**src/rtl/mtime_multi.sv**
```systemverilog
// Memory-mapped machine timer: programmable tick divider, NUM_CMP 64-bit compare channels
// with per-channel interrupt enable, and a hi-word shadow for coherent 64-bit reads.
module mtime_multi #(
   parameter int CLK_PERIOD = 10,
   parameter int NUM_CMP    = 4,
   parameter int ADDR_W     = $clog2(4 + 2 * NUM_CMP)
) (
   input  logic              clk,
   input  logic              rst_n,
   input  logic              rd_en,
   input  logic              wr_en,
   input  logic [ADDR_W-1:0] addr,
   input  logic [31:0]       wr_data,
   input  logic [3:0]        wr_strobe,
   output logic [31:0]       rd_data,
   output logic [63:0]       time_rd_data,
   output logic [NUM_CMP-1:0] irq,
   output logic              irq_any
);

   localparam logic [15:0]       DIV_RST    = 16'(1000 / CLK_PERIOD - 1);
   localparam logic [31:0]       CTRL_MASK  = 32'hFFFF_0001 | (32'((1 << NUM_CMP) - 1) << 8);
   localparam logic [31:0]       CTRL_RST   = {DIV_RST, 16'h0001};
   localparam logic [ADDR_W-1:0] A_MTIME_LO = ADDR_W'(0);
   localparam logic [ADDR_W-1:0] A_MTIME_HI = ADDR_W'(1);
   localparam logic [ADDR_W-1:0] A_CTRL     = ADDR_W'(2);
   localparam logic [ADDR_W-1:0] A_PEND     = ADDR_W'(3);

   function automatic logic [31:0] byte_merge(input logic [31:0] cur,
                                              input logic [31:0] data,
                                              input logic [3:0]  strb);
      logic [31:0] res;
      for (int b = 0; b < 4; b++) begin
         res[8*b +: 8] = strb[b] ? data[8*b +: 8] : cur[8*b +: 8];
      end
      return res;
   endfunction

   logic [63:0]        mtime_r;
   logic [63:0]        cmp_r [NUM_CMP];
   logic [31:0]        ctrl_r;
   logic [15:0]        cnt_r;
   logic [31:0]        shadow_r;

   logic               en_s;
   logic [NUM_CMP-1:0] ie_s;
   logic [15:0]        div_s;
   logic               ctrl_wr_s;
   logic               tick_s;
   logic [63:0]        mtime_next_s;
   logic [NUM_CMP-1:0] pend_s;

   // Control decode, tick generation and compare status
   always_comb begin
      en_s         = ctrl_r[0];
      ie_s         = ctrl_r[8 +: NUM_CMP];
      div_s        = ctrl_r[31:16];
      ctrl_wr_s    = wr_en && (wr_strobe != 4'b0000) && (addr == A_CTRL);
      tick_s       = en_s && (cnt_r == div_s) && !ctrl_wr_s;
      mtime_next_s = mtime_r + {63'd0, tick_s};
      pend_s       = '0;
      for (int k = 0; k < NUM_CMP; k++) begin
         pend_s[k] = (mtime_r >= cmp_r[k]);
      end
   end

   assign irq          = ie_s & pend_s;
   assign irq_any      = |irq;
   assign time_rd_data = mtime_r;

   // Register state: divider, mtime, control, compare channels and read shadow
   always_ff @(posedge clk) begin
      if (!rst_n) begin
         mtime_r  <= 64'd0;
         ctrl_r   <= CTRL_RST;
         cnt_r    <= 16'd0;
         shadow_r <= 32'd0;
         for (int k = 0; k < NUM_CMP; k++) begin
            cmp_r[k] <= 64'hFFFF_FFFF_FFFF_FFFF;
         end
      end else begin
         if (ctrl_wr_s || tick_s) begin
            cnt_r <= 16'd0;
         end else if (en_s) begin
            cnt_r <= cnt_r + 16'd1;
         end else begin
            cnt_r <= cnt_r;
         end

         // A written half overrides the increment; the other half still advances
         mtime_r <= mtime_next_s;
         if (wr_en && (addr == A_MTIME_LO)) begin
            mtime_r[31:0] <= byte_merge(mtime_next_s[31:0], wr_data, wr_strobe);
         end
         if (wr_en && (addr == A_MTIME_HI)) begin
            mtime_r[63:32] <= byte_merge(mtime_next_s[63:32], wr_data, wr_strobe);
         end

         if (ctrl_wr_s) begin
            ctrl_r <= byte_merge(ctrl_r, wr_data, wr_strobe) & CTRL_MASK;
         end

         for (int k = 0; k < NUM_CMP; k++) begin
            if (wr_en && (addr == ADDR_W'(4 + 2 * k))) begin
               cmp_r[k][31:0] <= byte_merge(cmp_r[k][31:0], wr_data, wr_strobe);
            end
            if (wr_en && (addr == ADDR_W'(5 + 2 * k))) begin
               cmp_r[k][63:32] <= byte_merge(cmp_r[k][63:32], wr_data, wr_strobe);
            end
         end

         if (rd_en && (addr == A_MTIME_LO)) begin
            shadow_r <= mtime_r[63:32];
         end
      end
   end

   // DBus read mux; MTIME_HI returns the shadow captured by the last LO read
   always_comb begin
      rd_data = 32'd0;
      if (rd_en) begin
         case (addr)
            A_MTIME_LO: rd_data = mtime_r[31:0];
            A_MTIME_HI: rd_data = shadow_r;
            A_CTRL:     rd_data = ctrl_r;
            A_PEND:     rd_data = 32'(pend_s);
            default: begin
               for (int k = 0; k < NUM_CMP; k++) begin
                  rd_data = (addr == ADDR_W'(4 + 2 * k)) ? cmp_r[k][31:0]  : rd_data;
                  rd_data = (addr == ADDR_W'(5 + 2 * k)) ? cmp_r[k][63:32] : rd_data;
               end
            end
         endcase
      end else begin
         rd_data = 32'd0;
      end
   end

endmodule

```
**config.mk**
```make
export PLATFORM = sky130hd
export DESIGN_NAME = mtime_multi
export DESIGN_NICKNAME = d
export VERILOG_FILES = /design/src/rtl/mtime_multi.sv
export SDC_FILE = /design/constraint.sdc
export NUM_CORES = 1
export LEC_CHECK = 0
export BUFFER_PORTS_ARGS = -buffer_cell sky130_fd_sc_hd__buf_2
export CORE_MARGIN = 10
export CORE_UTILIZATION = 25
export DETAILED_ROUTE_END_ITERATION = 8
export SKIP_LAST_GASP = 1
export SLEW_MARGIN = 20
export SYNTH_ARGS = -nofsm -noshare
export SYNTH_HDL_FRONTEND = slang
export SYNTH_SLANG_ARGS = --single-unit
```
**constraint.sdc**
```tcl
create_clock -name clk -period 8.6 [get_ports clk]
set_input_delay 0.86 -clock clk [delete_from_list [all_inputs] [get_ports clk]]
set_output_delay 0.86 -clock clk [all_outputs]
set_load 0.005 [all_outputs]
```
* Yosys cells after proc, flatten, opt, wreduce, memory -nomap -nowiden
Memory sizes are Yosys's and may differ from the RTL's.
Cells that the tools add are included.
** Storage, ports and cells
- Flip-flop bits (word level) :: 133
- Memory bits (writable) :: 256
- Input bits :: 44
- Output and inout bits :: 101
- Memories kept :: 1
** Memories
- cmp_r :: depth 4, bits a word 64, read ports 4, clocked after Yosys merged registers in 0, wr ports 4, line 40 : logic [63:0] cmp_r [NUM_CMP];
** Operators by class
- Add/sub/neg operators :: 2
- $lt $le $gt $ge :: 4
- Equality and inequality tests :: 12
- Mux-type cells :: 85
- Bitwise operators :: 10
- Reduce and logical (&&, ||, !) cells :: 25
** Operators by type and width (number)
- 2-to-1 mux 32 bit :: 19
- 2-to-1 mux 8 bit :: 40
- greater-or-equal comparator 64 bit :: 4
- one-hot mux 32 bit (4 select lines) :: 1
- adder 64 x 1 -> 64 bit :: 1
- 2-to-1 mux 1 bit :: 25
- adder 16 x 1 -> 16 bit, second input constant :: 1
- == test 16 bit :: 1
- == test 4 x 3 -> 1 bit, second input constant :: 4
- == test 4 bit, second input constant :: 4
- logical AND 1 bit :: 15
- == test 4 x 2 -> 1 bit, second input constant :: 2
- bitwise OR 1 bit :: 8
- AND reduction 2 bit :: 4
- AND 4 bit :: 1
- == test 4 x 1 -> 1 bit, second input constant :: 1
- logical NOT 4 bit :: 1
- nonzero test 4 bit :: 1
- OR reduction 4 bit :: 1
- OR reduction 2 bit :: 1
- logical NOT 1 bit :: 1
- logical OR 1 bit :: 1
- NOT 1 bit :: 1

* Depth between registers and ports, before layout
Gate-level depths: netlist of run 1.
- Depth in word-level cells :: 11
- Mapped depth :: 16
- Mapped depth without buffers :: 14

* Worst setup path before layout of run 1
OpenSTA, ideal clock, no wires.
- Kind :: in2reg
- From :: input port addr[1]
- To :: register mtime_r[60] (netlist: time_rd_data[60])
- Arrival time :: 3.486 ns
- Data required time :: 8.514 ns
- Setup slack :: 5.028 ns
- Stages :: 16
- Buffers on the path :: 3
- Cells stage by stage :: buf_2 -> nor2b_1 -> and3_1 -> buf_2 -> o41a_1 -> nor2_1 -> ha_1 -> ha_1 -> and4_1 -> nand4_1 -> nor3_2 -> and3_1 -> buf_2 -> and3_1 -> xnor2_1 -> a211oi_1
** On the way
- Word-level cells in the longest chain between the ends :: 7
** Ends and longest elaborated chain
- start, declared :: line 12 : input logic [ADDR_W-1:0] addr,
- == test 4 x 2 -> 1 bit :: line 58 : ctrl_wr_s = wr_en && (wr_strobe != 4'b0000) && (addr == A_CTRL);
- logical AND 1 bit :: line 58
- logical NOT 1 bit :: line 59 : tick_s = en_s && (cnt_r == div_s) && !ctrl_wr_s;
- logical AND 1 bit :: line 59
- adder 64 x 1 -> 64 bit :: line 60 : mtime_next_s = mtime_r + {63'd0, tick_s};
- 2-to-1 mux 8 bit :: line 34 : res[8*b +: 8] = strb[b] ? data[8*b +: 8] : cur[8*b +: 8];
- 2-to-1 mux 32 bit (*) :: line 95 : if (wr_en && (addr == A_MTIME_HI)) begin
- end signal, assigned :: line 91 : mtime_r <= mtime_next_s;
- end signal, assigned :: line 96 : mtime_r[63:32] <= byte_merge(mtime_next_s[63:32], wr_data, wr_strobe);
- end, declared :: line 39 : logic [63:0] mtime_r;
Every way passes the cells marked *; elsewhere a longest branch is shown, timed or not.
A chain may end at the register's enable or synchronous reset.

* Worst setup path in the final report of run 1
- From :: register mtime_r[45] (netlist: time_rd_data[45])
- To :: output port rd_data[1]
** On the way
- Word-level cells in the longest chain between the ends :: 3
** Ends and longest elaborated chain
- greater-or-equal comparator 64 bit :: line 63 : pend_s[k] = (mtime_r >= cmp_r[k]);
- one-hot mux 32 bit (4 select lines) :: line 122 : case (addr)
- 2-to-1 mux 32 bit :: line 121 : if (rd_en) begin
- end, declared :: line 15 : output logic [31:0] rd_data,
Every way passes these cells.

==> flow_metrics.py, run 1 <==
metrics = {
    "run_status": {
        "status": "finished clean",
    },
    "placed_design": {
        "hpwl_um": 74120,
        "globalplace.congestion": 0.9330,
        "port_buffers": 144,
    },
    "final_layout": {
        "layout-drive-gt1-share_pct": 9.911,
        "final_util_pct": 28.67,
        "fill_cells": 10340,
        "nets": 3064,
        "area_delta_synth_final_pct": 14.06,
    },
    "yosys": {
        "ys_seq_elements": 389,
        "syn_inst": 2689,
        "syn_nets": 2992,
        "yosysTopAreaCell": "edfxtp_1",
        "syn_area_mm2": 0.02470,
        "ys_seq_area_share_pct": 41.90,
        "ys_types": 63,
        "avgSynthCellArea_um2": 9.186,
        "synthTopCellsByArea": "edfxtp_1 (31%), ha_1 (13%), dfxtp_1 (11%)",
        "synth_commonest_cells": "nand2_1 (270), inv_1 (264), ha_1 (259)",
        "yosys_most_used_dff": "edfxtp_1",
        "yosysWarnings": 0,
        "synth_top_area_share_pct": 31.12,
        "synth_most_common_cell": "nand2_1",
        "synth_edf_count": 256,
        "synthArstFlopShare_pct": 0,
    },
    "clock_tree": {
        "post-cts-setup-buffers": 0,
        "path_clk_slew_ns": 0.06,
        "cts_inserted_buffers": 44,
        "insertion_delay_ns": 0.59,
        "cts.sinks": 389,
        "cts_tree": "yes",
        "clk_path_buf_depth": 3,
        "cts_max_level": 2,
        "ctsResizeCount": 0,
        "hold_buffers": 0,
        "cts_root_buf": "clkbuf_16",
    },
    "grt": {
        "grt_pass1_vias": 20460,
        "grt_pass1_wl_um": 144600,
        "grt_max_degree": 78,
        "globalRouteOverflowTotal": 0,
        "grt_usage_pct": 17.51,
        "antenna_found_initial": 15,
    },
    "power": {
        "power_w": 0.004422,
        "p_sw_share_pct": 26.47,
        "pwr_density_cell_mw_per_mm2": 157.0,
        "pwr-share-clk_pct": 41.9,
        "internal_power_w": 0.003251,
        "p_sw_w": 0.001171,
        "power_frac_comb_pct": 9.7,
        "seq_power_share_pct": 48.4,
        "p_leak_nw": 11.54,
        "ir_drop_v": 0.0001237,
    },
    "timing": {
        "fmax_mhz": 183.9,
        "rsz0062_at_grt": "no",
        "setup_viol": 0,
        "fin_crit_sh_pct": 63.23,
        "hold_viol": 0,
        "maxSlewViolCount": 0,
        "worst_pin_slew_ns": 1.314,
        "tns_ns": 0,
        "slew_headroom_pct": 12.05,
        "skew_ns": 0.01738,
        "fin_crit_ns": 5.438,
    },
    "critical_path": {
        "critPathArrivalTime_ns": 4.58,
        "cp-start-kind": "flip-flop",
        "critPathCaptureType": "output port",
        "worstPathMaxFanout": 8,
        "worst_ep_required_time_ns": 7.74,
        "r2r_slack_ns": 4.58,
        "worstSetupPathType": "flip-flop to output port",
    },
    "detailed_routing": {
        "drtAntennaViolNets": 0,
        "vias": 21570,
        "wire_per_inst_um": 24.84,
        "wirelength_um": 101600,
        "drc": 0,
        "drtIter0Drc": 2371,
        "viasPerCell": 5.273,
        "firstDrtPassIters": 6,
    },
    "floorplan": {
        "die-width_um": 334.3,
        "die_h_um": 334.3,
        "core_area_mm2": 0.09828,
        "placementRows": 115,
        "dieArea_mm2": 0.1118,
        "start_util_pct": 25.13,
        "num_io_pins": 145,
    },
    "min_path": {
        "hold_class": "flip-flop to flip-flop",
    },
    "job": {
        "cap_violations": 0,
    },
}
-- final timing paths --
kind / from / end / cells after the start
max: time_rd_data[45]$_SDFF_PN0_ / rd_data[1] / 9
min: shadow_r[1]$_SDFFE_PN0P_ / shadow_r[1]$_SDFFE_PN0P_ / 2
min reg2reg: shadow_r[1]$_SDFFE_PN0P_ / shadow_r[1]$_SDFFE_PN0P_ / 2
max reg2reg: cnt_r[9]$_SDFFE_PP0P_ / time_rd_data[60]$_SDFF_PN0_ / 15
-- cells in the final DEF, fill, tap and decap left out, types with 90 or more instances in the layout --
cell	netlist	layout
nand2_1	270	268
inv_1	264	264
ha_1	259	259
edfxtp_1	256	256
a21oi_1	179	179
buf_2	11	144
nand2b_1	142	142
dfxtp_1	133	133
or3_1	132	132
o21ai_0	123	123
nor2_1	118	111
a22oi_1	90	90
nand4_1	90	90
-- power by group through the flow --
| stage | Clock (W) | Combinational (W) | Sequential (W) |
|---|---|---|---|
| final | 0.00185 | 0.000429 | 0.00214 |
| after global routing | 0.00194 | 0.000469 | 0.00214 |
| after global placement | 0 | 0.000415 | 0.00218 |
| after detailed placement | 0 | 0.000422 | 0.00218 |
| after CTS | 0.00187 | 0.000424 | 0.00214 |
| after floorplan | 0 | 0.000251 | 0.00214 |
-- flip-flops by register name (all words and copies together), names as in the netlist --
signal,count
cnt_r,16
cmp_r,256
ctrl_r,21
time_rd_data,64
shadow_r,32
-- cell type report --
cell class              instances  area [um2]  share of cell area (%)
inverters                     265       994.7                   3.531
repair buffers                181       998.5                   3.544
clock inverters                12       80.08                  0.2842
diodes                          8       20.02                 0.07106
flip-flops and latches        389       10350                   36.74
well taps                    1287        1610                   5.716
clock buffers                  68        1284                   4.557
multi-input cells            1880       12840                   45.56
-- routing by layer --
layer	global-route usage (%)	share of wire, %	up-vias
met3	4.372	11	200
met4	6.119	3.8	20
met5	0	0.11	-
met2	28.12	45	1086
li1	-	-	9822
met1	22.60	40	10440
-- per-stage QoR --
step           hold WS, ns  cells  cell area (um2)  setup slack [ns]
2_1_floorplan       0.4329   2689            24700             5.028
3_3_place_gp        0.4387   4002            26790             3.414
3_5_place_dp        0.4453   4002            26790             3.363
4_1_cts             0.4549   4082            28150             3.271
5_1_grt             0.4724   4083            28160             2.957
6_report            0.4551   4090            28170             3.162
-- kinds of logic after synthesis --
kind of cell | Yosys count | synth area share [%]
mux | 29 | 1.216
fa+ha+maj | 259 | 13.12
compound gates | 573 | 14.71
buf+inv | 420 | 6.464
flops | 389 | 41.90
xor+xnor | 91 | 3.227
simple gates | 928 | 19.37
-- worst max-delay path: stages, from the launching register on --
cell and delay [ns]:
dfxtp_1 0.66, ha_1 0.25, nand4_1 0.31, nor4_1 0.81, nand2_1 0.37, nor4_1 0.85, a211oi_1 0.18, nor2b_1 0.16
o31a_1 0.23, buf_2 0.16
No activity file was read; power rests on OpenSTA's default activity.
==> inputs of run 2 (changes only) <==
- ABC_AREA: default -> 1
- clock period: 8.6 -> 5.4 ns (I/O delays scaled with it)
==> run 2 against run 1 <==
  * Non-clock buffer count grew 39
  * Register-to-register slack got worse by 2.7 ns
  * Global-route usage up 1.1 points
  * Total power up 62%
  * Routed wire length is 10% higher
  * Clock-buffer cell count shrank 12
  * First-iteration DRC count grew 22%
  * Cell count rose by 18%
  * Setup slack got worse by 2.1 ns
  * Sequential cell count unchanged
  * Via count grew 14%
  * Critical endpoint is now rd_data[18]
==> flow_metrics.py, run 2 <==
metrics = {
    "detailed_routing": {
        "drtIter0Drc": 2901,
        "wire_per_inst_um": 23.18,
        "viasPerCell": 5.063,
        "firstDrtPassIters": 6,
        "wirelength_um": 112200,
        "vias": 24510,
        "drtAntennaViolNets": 0,
        "drc": 0,
    },
    "yosys": {
        "synthTopCellsByArea": "edfxtp_1 (30%), ha_1 (13%), nand2_1 (11%)",
        "synth_commonest_cells": "nand2_1 (720), inv_1 (552), a21oi_1 (279)",
        "synth_most_common_cell": "nand2_1",
        "avgSynthCellArea_um2": 7.835,
        "ys_types": 56,
        "ys_seq_area_share_pct": 40.34,
        "synth_top_area_share_pct": 29.96,
        "synth.area.mux_share_pct": 0,
        "yosys.area_share.adder_pct": 12.63,
        "syn_nets": 3578,
        "synth_compound_area_share_pct": 14.21,
        "synth_edf_count": 256,
        "ys_seq_elements": 389,
        "synthArstFlopShare_pct": 0,
        "synth_top_family_by_area": "simple AND/OR/NAND/NOR gates",
        "synth_xor_area_share_pct": 1.604,
        "syn_inst": 3275,
        "syn_area_mm2": 0.02566,
        "synthSimpleGateAreaFrac_pct": 20.75,
        "yosysWarnings": 0,
        "yosys_most_used_dff": "edfxtp_1",
        "yosysTopAreaCell": "edfxtp_1",
    },
    "final_layout": {
        "nets": 3739,
        "layout_common_cells": "nand2_1 (719), inv_1 (550), a21oi_1 (279)",
        "final_common_cell": "nand2_1",
        "largest_reg_flops": 256,
        "multi_input_area_mm2": 0.01265,
        "register_area_mm2": 0.01035,
        "fill_cells": 10930,
        "area_delta_synth_final_pct": 15.57,
        "layout-drive-gt1-share_pct": 10.86,
        "regMostFlops": "cmp_r",
        "layoutNonFillerInstCount": 4841,
    },
    "timing": {
        "worst_pin_slew_ns": 1.104,
        "fin_crit_ns": 4.297,
        "slew_headroom_pct": 25.94,
        "maxSlewViolCount": 0,
        "setup_viol": 0,
        "fin_crit_sh_pct": 79.58,
        "rsz0062_at_grt": "no",
        "setup_ws_ns": 1.103,
        "fmax_mhz": 232.7,
        "tns_ns": 0,
        "hold_viol": 0,
        "skew_ns": 0.01622,
    },
    "clock_tree": {
        "clk_path_buf_depth": 3,
        "cts_tree": "yes",
        "path_clk_slew_ns": 0.06,
        "hold_buffers": 0,
        "cts_max_level": 2,
        "insertion_delay_ns": 0.60,
        "ctsResizeCount": 0,
        "post-cts-setup-buffers": 0,
        "cts.sinks": 389,
        "cts_inserted_buffers": 43,
        "cts_root_buf": "clkbuf_16",
    },
    "critical_path": {
        "slowest_stage": "o21ai_0",
        "cp.depth": 10,
        "cp_top_family": "buffers and inverters",
        "path_buf_inv": 6,
        "worst_ep_required_time_ns": 4.86,
        "max_stage_delay_ns": 0.98,
        "reg2reg_depth": 16,
        "worstSetupPathType": "input pin to output port",
        "critPathArrivalTime_ns": 3.76,
        "cp-start-kind": "input pin",
        "path_cells": "buf_2 -> inv_2 -> nor2_1 -> inv_2 -> nor2_1 -> clkinv_1 -> o21ai_0 -> inv_1 -> a31oi_1 -> buf_2",
        "worstPathMaxFanout": 26,
        "critPathCaptureType": "output port",
    },
    "job": {
        "cap_violations": 0,
    },
    "power": {
        "p_sw_share_pct": 27.43,
        "pwr_density_cell_mw_per_mm2": 241.6,
        "seq_power_share_pct": 47.0,
        "p_sw_w": 0.001965,
        "power_frac_comb_pct": 10.8,
        "internal_power_w": 0.005198,
        "p_leak_nw": 13.43,
        "pwr-share-clk_pct": 42.2,
        "ir_drop_v": 0.0002120,
    },
    "floorplan": {
        "die_h_um": 340.4,
        "core_area_mm2": 0.1019,
        "placementRows": 117,
        "dieArea_mm2": 0.1159,
        "num_io_pins": 145,
        "die-width_um": 340.4,
        "start_util_pct": 25.18,
    },
    "grt": {
        "grt_pass1_wl_um": 159900,
        "antenna_found_initial": 5,
        "grt_pass1_vias": 23180,
        "grt_usage_pct": 18.57,
        "grt_max_degree": 60,
        "globalRouteOverflowTotal": 0,
    },
    "placed_design": {
        "globalplace.congestion": 1.015,
        "port_buffers": 144,
        "place_ws_ns": 1.598,
        "hpwl_um": 85370,
        "place_inst": 4758,
    },
    "min_path": {
        "holdPathStages": 3,
        "hold_class": "input pin to flip-flop",
    },
    "run_status": {
        "status": "finished clean",
    },
}
-- run 2: cell count changes after synthesis, sizes merged, moves of 47 or more --
cell    delta
nor3      +47
or3      -132
o21ai    +126
a22oi     -90
nor2     +124
inv      +306
nand2b   -142
clkbuf    -64
a21oi    +100
nand2    +457
-- run 2: metrics by stage --
| step | power (W) | hold slack (ns) | utilization (%) | area, um2 |
|---|---|---|---|---|
| 2_1_floorplan | 0.003823 | 0.4245 | - | 25660 |
| 3_3_place_gp | 0.004168 | 0.4358 | 27.72 | 28240 |
| 3_5_place_dp | 0.004182 | 0.4427 | 27.72 | 28240 |
| 4_1_cts | 0.007158 | 0.1808 | 29.09 | 29640 |
| 5_1_grt | 0.007357 | 0.1913 | 29.10 | 29650 |
| 6_report | 0.007163 | 0.1943 | 29.11 | 29650 |
-- run 2: worst paths after layout --
path                                                 from                           to  slack, ns
worst max-delay path                              addr[3]                  rd_data[18]       1.10
worst min register to register  shadow_r[15]$_SDFFE_PN0P_    shadow_r[15]$_SDFFE_PN0P_       0.46
worst max register to register    ctrl_r[19]$_SDFFE_PN0P_  time_rd_data[63]$_SDFF_PN0_       1.88
worst min-delay path                          wr_data[17]      ctrl_r[17]$_SDFFE_PN1P_       0.19
-- run 2: power groups by stage --
stage / registers, W / clock network (W) / logic, W
finish: 0.00336 / 0.00302 / 0.000776
global route: 0.00338 / 0.00314 / 0.000845
floorplan: 0.00340 / 0 / 0.000425
detailed placement: 0.00343 / 0 / 0.000756
CTS: 0.00336 / 0.00304 / 0.000760
global placement: 0.00342 / 0 / 0.000745
-- run 2: logic make-up after synthesis --
kind of cell             Yosys count
AND/OR/NAND/NOR                 1213
XOR/XNOR                          47
AO/OA/AOI/OAI                    664
flip-flops                       389
buffers and inverters            703
adder cells (fa/ha/maj)          259
-- run 2: cell type report --
cell class | count | area share, %
Antenna cell | 2 | 0.01688
Clock buffer | 56 | 4.000
Clock inverter | 24 | 0.7046
Inverter | 599 | 7.582
Multi-Input combinational cell | 2183 | 42.66
Sequential cell | 389 | 34.90
Tap cell | 1368 | 5.772
Timing Repair Buffer | 220 | 4.363
-- run 2: layer usage --
metal | routed length, um | part of all wire [%] | GRT usage [%] | vias up
met4 | 7024 | 6.3 | 9.878 | 6
met5 | 38 | 0.034 | 0 | -
met1 | 43290 | 39 | 22.79 | 11610
li1 | - | - | - | 11180
met3 | 11860 | 11 | 4.441 | 341
met2 | 49980 | 45 | 29.87 | 1372
-- run 2: tightest hold or removal path, delay by kind of cell --
family | cells | cell delay, ns
compound gates | 1 | 0.07
simple gates | 1 | 0.05
buf+inv | 1 | 0.09
